===== config.mk =====
export PLATFORM = sky130hd
export DESIGN_NAME = set_mode_ctl_flat
export DESIGN_NICKNAME = d
export VERILOG_FILES = /design/src/rtl/set_mode_ctl_if.sv /design/src/rtl/set_mode_ctl.sv /design/src/flat_wrapper.sv
export SDC_FILE = /design/constraint.sdc
export NUM_CORES = 1
export LEC_CHECK = 0
export CAP_MARGIN = 0
export CORE_MARGIN = 3
export CORE_UTILIZATION = 55
export DETAILED_ROUTE_END_ITERATION = 16
export DONT_BUFFER_PORTS = 1
export GPL_ROUTABILITY_DRIVEN = 0
export PLACE_DENSITY = 0.74
export SLEW_MARGIN = 20
export SYNTH_ARGS = -nofsm -noshare
export SYNTH_HDL_FRONTEND = slang
export SYNTH_SLANG_ARGS = --single-unit

===== constraint.sdc =====
create_clock -name clk -period 2.6 [get_ports clk]
set_input_delay 0.26 -clock clk [delete_from_list [all_inputs] [get_ports clk]]
set_output_delay 0.26 -clock clk [all_outputs]
set_load 0.005 [all_outputs]

===== src/rtl/set_mode_ctl_if.sv =====
// rtl/set_mode_ctl_if.sv - button/tick inputs and field-select outputs of set_mode_ctl
// Purpose: bundles the conditioned-button inputs and the edit-select outputs.
// Signals:
//   tick        1-clk timing enable (all timing counts ticks)
//   button_raw  raw mode button, active-low
//   plus_raw    raw increment button, active-low
//   field_en    one-hot field select {hour,day,mon,year}, 0 = idle
//   plus_pulse  1-clk increment strobe
//   blank       blank the selected field this phase
//   edit_active |field_en
// Modports: master drives the buttons/tick, slave is the sequencer.
interface set_mode_ctl_if;
  logic       tick;
  logic       button_raw;
  logic       plus_raw;
  logic [3:0] field_en;
  logic       plus_pulse;
  logic       blank;
  logic       edit_active;

  modport master (
    output tick, button_raw, plus_raw,
    input  field_en, plus_pulse, blank, edit_active
  );

  modport slave (
    input  tick, button_raw, plus_raw,
    output field_en, plus_pulse, blank, edit_active
  );
endinterface


===== src/rtl/set_mode_ctl.sv =====
// rtl/set_mode_ctl.sv - edit-mode sequencer for the calendar/clock timer
// Purpose: synchronizes and debounces the mode and plus buttons, steps the
// field select IDLE->HOUR->DAY->MON->YEAR->IDLE, issues increment strobes with
// hold-to-repeat, times out back to IDLE and produces the field blink flag.
// Ports:
//   clk    system clock
//   rst_n  asynchronous reset, active-high despite the name
//   bus    set_mode_ctl_if.slave (tick, raw buttons in; field_en, plus_pulse,
//          blank, edit_active out)
module set_mode_ctl #(
  parameter int unsigned DEBOUNCE_TICKS = 8,
  parameter int unsigned REPEAT_DELAY   = 500,
  parameter int unsigned REPEAT_RATE    = 150,
  parameter int unsigned TIMEOUT_TICKS  = 10000,
  parameter int unsigned BLINK_HALF     = 250
) (
  input logic           clk,
  input logic           rst_n,
  set_mode_ctl_if.slave bus
);

  localparam int unsigned DB_W = $clog2(DEBOUNCE_TICKS + 1);
  localparam int unsigned RP_W = $clog2(REPEAT_DELAY + 1);
  localparam int unsigned TO_W = $clog2(TIMEOUT_TICKS + 1);
  localparam int unsigned BL_W = $clog2(BLINK_HALF + 1);

  localparam logic [DB_W-1:0] DB_LAST   = DB_W'(DEBOUNCE_TICKS - 1);
  localparam logic [RP_W-1:0] RP_LAST   = RP_W'(REPEAT_DELAY - 1);
  // After a repeat strobe the counter restarts here so the next strobe lands
  // REPEAT_RATE ticks later without a second comparator.
  localparam logic [RP_W-1:0] RP_RELOAD = RP_W'(REPEAT_DELAY - REPEAT_RATE);
  localparam logic [TO_W-1:0] TO_LAST   = TO_W'(TIMEOUT_TICKS - 1);
  localparam logic [BL_W-1:0] BL_LAST   = BL_W'(BLINK_HALF - 1);

  typedef enum logic [2:0] {
    S_IDLE,
    S_HOUR,
    S_DAY,
    S_MON,
    S_YEAR
  } state_t;

  // Index 0 = mode button, index 1 = plus button.
  logic [1:0]            raw;
  logic [1:0]            sync1_q;
  logic [1:0]            sync2_q;
  logic [1:0]            level;
  logic [1:0]            acc_q;
  logic [1:0]            acc_prev_q;
  logic [1:0][DB_W-1:0]  db_cnt_q;

  state_t                state_q;
  logic [3:0]            field_en_q;
  logic                  plus_pulse_q;
  logic                  blank_q;
  logic [RP_W-1:0]       rep_cnt_q;
  logic [TO_W-1:0]       to_cnt_q;
  logic [BL_W-1:0]       blk_cnt_q;

  state_t                adv_state_d;
  logic [3:0]            adv_field_d;
  logic                  btn_press;
  logic                  plus_press;
  logic                  plus_held;
  logic                  rep_fire_d;
  logic                  to_expire_d;
  logic                  strobe_d;

  assign raw   = {bus.plus_raw, bus.button_raw};
  assign level = ~sync2_q;

  // Sync flops reset to the released (high) raw level so reset never looks
  // like a press.
  always_ff @(posedge clk or posedge rst_n) begin
    if (rst_n) begin
      sync1_q    <= 2'b11;
      sync2_q    <= 2'b11;
      acc_q      <= 2'b00;
      acc_prev_q <= 2'b00;
      db_cnt_q   <= '0;
    end else begin
      sync1_q    <= raw;
      sync2_q    <= sync1_q;
      acc_prev_q <= acc_q;
      for (int i = 0; i < 2; i++) begin
        if (level[i] == acc_q[i]) begin
          db_cnt_q[i] <= '0;
        end else if (bus.tick) begin
          if (db_cnt_q[i] == DB_LAST) begin
            acc_q[i]    <= level[i];
            db_cnt_q[i] <= '0;
          end else begin
            db_cnt_q[i] <= db_cnt_q[i] + 1'b1;
          end
        end
      end
    end
  end

  assign btn_press  = acc_q[0] & ~acc_prev_q[0];
  assign plus_press = acc_q[1] & ~acc_prev_q[1];
  assign plus_held  = acc_q[1];

  always_comb begin
    adv_state_d = S_IDLE;
    adv_field_d = 4'b0000;
    case (state_q)
      S_IDLE: begin adv_state_d = S_HOUR; adv_field_d = 4'b1000; end
      S_HOUR: begin adv_state_d = S_DAY;  adv_field_d = 4'b0100; end
      S_DAY:  begin adv_state_d = S_MON;  adv_field_d = 4'b0010; end
      S_MON:  begin adv_state_d = S_YEAR; adv_field_d = 4'b0001; end
      default: begin adv_state_d = S_IDLE; adv_field_d = 4'b0000; end
    endcase
  end

  assign rep_fire_d  = plus_held & bus.tick & (rep_cnt_q == RP_LAST);
  // A plus press in the same clk counts as activity and wins over expiry.
  assign to_expire_d = bus.tick & ~plus_press & (to_cnt_q == TO_LAST);
  assign strobe_d    = plus_press | rep_fire_d;

  always_ff @(posedge clk or posedge rst_n) begin
    if (rst_n) begin
      state_q      <= S_IDLE;
      field_en_q   <= 4'b0000;
      plus_pulse_q <= 1'b0;
      blank_q      <= 1'b0;
      rep_cnt_q    <= '0;
      to_cnt_q     <= '0;
      blk_cnt_q    <= '0;
    end else begin
      plus_pulse_q <= 1'b0;
      if (btn_press) begin
        // Mode button wins over a coincident plus press; the plus press is dropped.
        state_q    <= adv_state_d;
        field_en_q <= adv_field_d;
        blank_q    <= 1'b0;
        rep_cnt_q  <= '0;
        to_cnt_q   <= '0;
        blk_cnt_q  <= '0;
      end else if (state_q == S_IDLE || to_expire_d) begin
        state_q    <= S_IDLE;
        field_en_q <= 4'b0000;
        blank_q    <= 1'b0;
        rep_cnt_q  <= '0;
        to_cnt_q   <= '0;
        blk_cnt_q  <= '0;
      end else begin
        plus_pulse_q <= strobe_d;

        if (!plus_held) begin
          rep_cnt_q <= '0;
        end else if (bus.tick) begin
          rep_cnt_q <= rep_fire_d ? RP_RELOAD : rep_cnt_q + 1'b1;
        end

        if (plus_press) begin
          to_cnt_q <= '0;
        end else if (bus.tick) begin
          to_cnt_q <= to_cnt_q + 1'b1;
        end

        // Keep the digits visible while adjusting: every strobe restarts the
        // blink phase in the visible half.
        if (strobe_d) begin
          blank_q   <= 1'b0;
          blk_cnt_q <= '0;
        end else if (bus.tick) begin
          if (blk_cnt_q == BL_LAST) begin
            blank_q   <= ~blank_q;
            blk_cnt_q <= '0;
          end else begin
            blk_cnt_q <= blk_cnt_q + 1'b1;
          end
        end
      end
    end
  end

  assign bus.field_en    = field_en_q;
  assign bus.plus_pulse  = plus_pulse_q;
  assign bus.blank       = blank_q;
  assign bus.edit_active = |field_en_q;

endmodule


===== src/flat_wrapper.sv =====
// flat-port wrapper written by rule: the top's interface ports become plain ports
module set_mode_ctl_flat 
#(
  parameter int unsigned DEBOUNCE_TICKS = 8,
  parameter int unsigned REPEAT_DELAY   = 500,
  parameter int unsigned REPEAT_RATE    = 150,
  parameter int unsigned TIMEOUT_TICKS  = 10000,
  parameter int unsigned BLINK_HALF     = 250
)
  (clk, rst_n, bus_tick, bus_button_raw, bus_plus_raw, bus_field_en, bus_plus_pulse, bus_blank, bus_edit_active);
  set_mode_ctl_if bus_i ();
  input logic clk;
  input logic rst_n;
  input wire logic [$bits(bus_i.tick)-1:0] bus_tick;
  input wire logic [$bits(bus_i.button_raw)-1:0] bus_button_raw;
  input wire logic [$bits(bus_i.plus_raw)-1:0] bus_plus_raw;
  output wire logic [$bits(bus_i.field_en)-1:0] bus_field_en;
  output wire logic [$bits(bus_i.plus_pulse)-1:0] bus_plus_pulse;
  output wire logic [$bits(bus_i.blank)-1:0] bus_blank;
  output wire logic [$bits(bus_i.edit_active)-1:0] bus_edit_active;
  assign bus_i.tick = bus_tick;
  assign bus_i.button_raw = bus_button_raw;
  assign bus_i.plus_raw = bus_plus_raw;
  assign bus_field_en = bus_i.field_en;
  assign bus_plus_pulse = bus_i.plus_pulse;
  assign bus_blank = bus_i.blank;
  assign bus_edit_active = bus_i.edit_active;
  set_mode_ctl #(.DEBOUNCE_TICKS(DEBOUNCE_TICKS), .REPEAT_DELAY(REPEAT_DELAY), .REPEAT_RATE(REPEAT_RATE), .TIMEOUT_TICKS(TIMEOUT_TICKS), .BLINK_HALF(BLINK_HALF)) u_core (.clk(clk), .rst_n(rst_n), .bus(bus_i));
endmodule

==> key figures <==
GRT
  • Initial antenna violation count: 0
  • Overflow after GRT: 0
  • GRT Total Usage: 19.27%
  • First-pass GRT wire length: 9128 um
  • Largest net degree at the start of global routing: 37
  • Vias in the first global route: 1,979

Setup path
  • Flop-to-flop setup slack: 0.39 ns
  • CP Capture Type: register
  • Crit-path slowest cell: or4_1
  • WP data arrival: 2.38 ns
  • Crit Reg-Reg Startpoint: u_core.to_cnt_q[6]$_DFFE_PP0P_
  • Worst path max stage delay: 0.64 ns
  • R2R depth: 4
  • Crit path cell chain: or4b_1, or4_1, o21ai_0, a21oi_1
  • Critical path peak fanout: 6
  • Crit Path Class: reg2reg
  • Critical Path RT: 2.77 ns
  • CP Launch Type: register
  • Worst R2R End: u_core.state_q[1]$_DFFE_PP0P_

Placement
  • DP HPWL: 3458 um
  • Port-buffer cells: 0
  • Placement Cell Area: 2795 um2

Routing
  • DR DRC count: 0
  • Routed Wire Length: 5066 um
  • DRT Pass-1 Iters: 4
  • Avg Vias per Cell: 5.914
  • Routed WL per cell: 14.60 um
  • Routed Antenna Nets: 0
  • Initial DRC count: 129
  • Vias: 2,052

Cells and area
  • P&R area growth vs syn: 7.791%
  • Multi-input gate area: 1262 um2
  • Post-route cell area: 2943 um2
  • Register area: 1381 um2
  • Post-layout util: 61.89%
  • Layout cell share with drive strength beyond 1: 8.214%
  • Fill count: 388
  • Nets@finish: 290
  • Diode count: 0

Die
  • Die area: 5845 um2
  • Die Span Y: 76.46 um
  • FP Rows: 25
  • DIE WIDTH: 76.46 um
  • Starting density of the core: 57.42%
  • Core Area: 4755 um2
  • I/O Pins: 12

Synth
  • EDFF count, synth: 0
  • Syn Area/Cell: 9.892 um2
  • Synth Warn #: 0
  • Synth Instances: 276
  • Post-synthesis cell type count: 49
  • Top FF cell, synth: dfrtp_1
  • Register area share after synthesis: 50.60%
  • Synthesis-stage register bit count: 55
  • Netlist Area Pre-Place: 2730 um2
  • Async SR Flop Fraction: 100.0%
  • Syn nets: 287

Power
  • PwrDens: 564.4 nW/um2
  • Worst vdd ir: 439.4 uV
  • Leakage Power: 0.001187 uW

Hold path
  • Hold Crit Depth: 1
  • Worst hold path class: in2reg
  • Min-Delay Endpoint: u_core.rep_cnt_q[1]$_DFFE_PP0P_
  • Hold Crit Start: bus_tick

CTS
  • Worst-path clk slew: 0.10 ns
  • Clock Tree Buf Depth: 2
  • CTS sink count: 55
  • Post-CTS resize count: 0
  • Worst skew pair latency: 0.31 ns
  • CTS tree: done
  • Root buffer cell: clkbuf_8
  • CTS Hold Buffers Added: 3
  • H-tree levels: 2
  • Total CTS buffers: 5
  • Post-CTS Setup Bufs: 0

Timing
  • FMAX: 451.8 MHz
  • Final hold vios: 0
  • Period utilisation layout: 85.13%
  • Hold WS: 0.05753 ns
  • TNS Setup: 0 ns
  • Setup Viol. Count Final: 0
  • Worst Tran Pin Value: 0.7277 ns
  • RSZ-0062 raised after global routing: no
  • Worst Skew: 0.01293 ns
  • Slew HR: 51.42%
  • Final min period: 2.213 ns
  • Max-slew violations: 0

Job
  • Max Cap Viol: 0

Status
  • Status: completed
[synth_stat cells, types with 3 or more instances]
master / number / share of area [%]
nand2_1: 23 / 3.2
nand3_1: 12 / 2.2
or3_1: 3 / 0.69
dfstp_2: 4 / 3.8
nor2b_1: 6 / 1.4
dfrtp_1: 51 / 47
a21oi_1: 16 / 2.9
nand4_1: 14 / 3.2
xor2_1: 10 / 3.2
nor2_1: 31 / 4.3
nor3b_1: 3 / 0.82
o21ai_0: 7 / 1.3
inv_1: 9 / 1.2
clkbuf_1: 7 / 0.96
buf_2: 3 / 0.55
xnor2_1: 10 / 3.2
ha_1: 6 / 2.7
a31oi_1: 3 / 0.69
o2111ai_1: 3 / 0.96
nor3_1: 8 / 1.5
a22o_1: 4 / 1.3
nor4_1: 4 / 0.92
mux2i_1: 4 / 1.5
a22oi_1: 3 / 0.82
[where the power goes]
group	leakage, uW	internal, uW	switching (uW)
combinational	0.000375	58.1	117
clock	0.0000612	312	269
sequential	0.000751	880	25.9
total	0.00119	1250	411
[per-layer routing]
metal	GRT usage [%]	vias up	routed length, um
met5	0	-	0
met4	7.428	0	83
met3	4.846	6	141
met2	31.02	29	2379
met1	25.08	1020	2462
li1	-	997	-
[through the flow]
stage                     worst slack, ns  total power [uW]  instances
after floorplan                    0.4994              1050        276
final                              0.3865              1661        347
after global placement             0.4125              1086        336
after detailed placement           0.3978              1095        336
after global routing               0.2716              1743        347
after CTS                          0.3771              1681        347
[worst max-delay path: cells and delay by family (launching register included)]
| family | cells | cell delay, ns |
|---|---|---|
| AOI/OAI and AO/OA | 2 | 0.49 |
| DFF | 1 | 0.43 |
| and+or+nand+nor | 2 | 1.15 |
[cells by family (layout without fill, tap and decap cells)]
kind of cell | Yosys count | in the layout | synth area share, %
simple gates | 121 | 121 | 23.51
flops | 55 | 55 | 50.60
compound gates | 49 | 49 | 12.10
buf+inv | 21 | 25 | 3.162
xor+xnor | 20 | 20 | 6.416
fa+ha+maj | 6 | 6 | 2.750
mux | 4 | 4 | 1.467
[state kept, by name, summed over array words and instances, names as in the netlist]
register	count
u_core.bus.plus_pulse	1
u_core.bus.blank	1
u_core.bus.field_en	4
u_core.acc_q	2
u_core.sync1_q	2
u_core.blk_cnt_q	8
u_core.acc_prev_q	2
u_core.to_cnt_q	14
u_core.sync2_q	2
u_core.state_q	2
u_core.db_cnt_q	8
u_core.rep_cnt_q	9
[worst max path at each step]
stage / from / end / slack, ns / depth (start not counted)
final: u_core.to_cnt_q[6]$_DFFE_PP0P_ / u_core.state_q[1]$_DFFE_PP0P_ / 0.39 / 4
after global routing: u_core.to_cnt_q[6]$_DFFE_PP0P_ / u_core.state_q[1]$_DFFE_PP0P_ / 0.27 / 4
after CTS: u_core.to_cnt_q[6]$_DFFE_PP0P_ / u_core.bus.blank$_DFFE_PP0P_ / 0.38 / 4
after detailed placement: u_core.to_cnt_q[6]$_DFFE_PP0P_ / u_core.bus.blank$_DFFE_PP0P_ / 0.40 / 4
after global placement: u_core.to_cnt_q[6]$_DFFE_PP0P_ / u_core.state_q[1]$_DFFE_PP0P_ / 0.41 / 4
after floorplan: u_core.to_cnt_q[6]$_DFFE_PP0P_ / u_core.bus.field_en[0]$_DFFE_PP0P_ / 0.50 / 5
[layout make-up]
class                           count  area share (%)
Clock buffer                        6           2.806
Clock inverter                      2           1.190
Inverter                           10           1.276
Multi-Input combinational cell    200           42.90
Sequential cell                    55           46.94
Tap cell                           67           2.849
Timing Repair Buffer                7           2.041
[cells in the final DEF (no fill, tap or decap), types with 3 or more instances in the layout]
master and count:
dlygate4sd3_1 3, nand2_1 23, inv_1 8, buf_4 4, nor3_1 8, nand3_1 12
nor4_1 4, xor2_1 10, mux2i_1 4, a21oi_1 16, dfstp_2 4, a31oi_1 3
dfrtp_1 51, nand4_1 14, nor2b_1 6, a22o_1 4, nor3b_1 3, xnor2_1 10
o21ai_0 7, a22oi_1 3, clkbuf_8 6, o2111ai_1 3, or3_1 3, ha_1 6
nor2_1 31
Power figures use the tool's default switching activity.
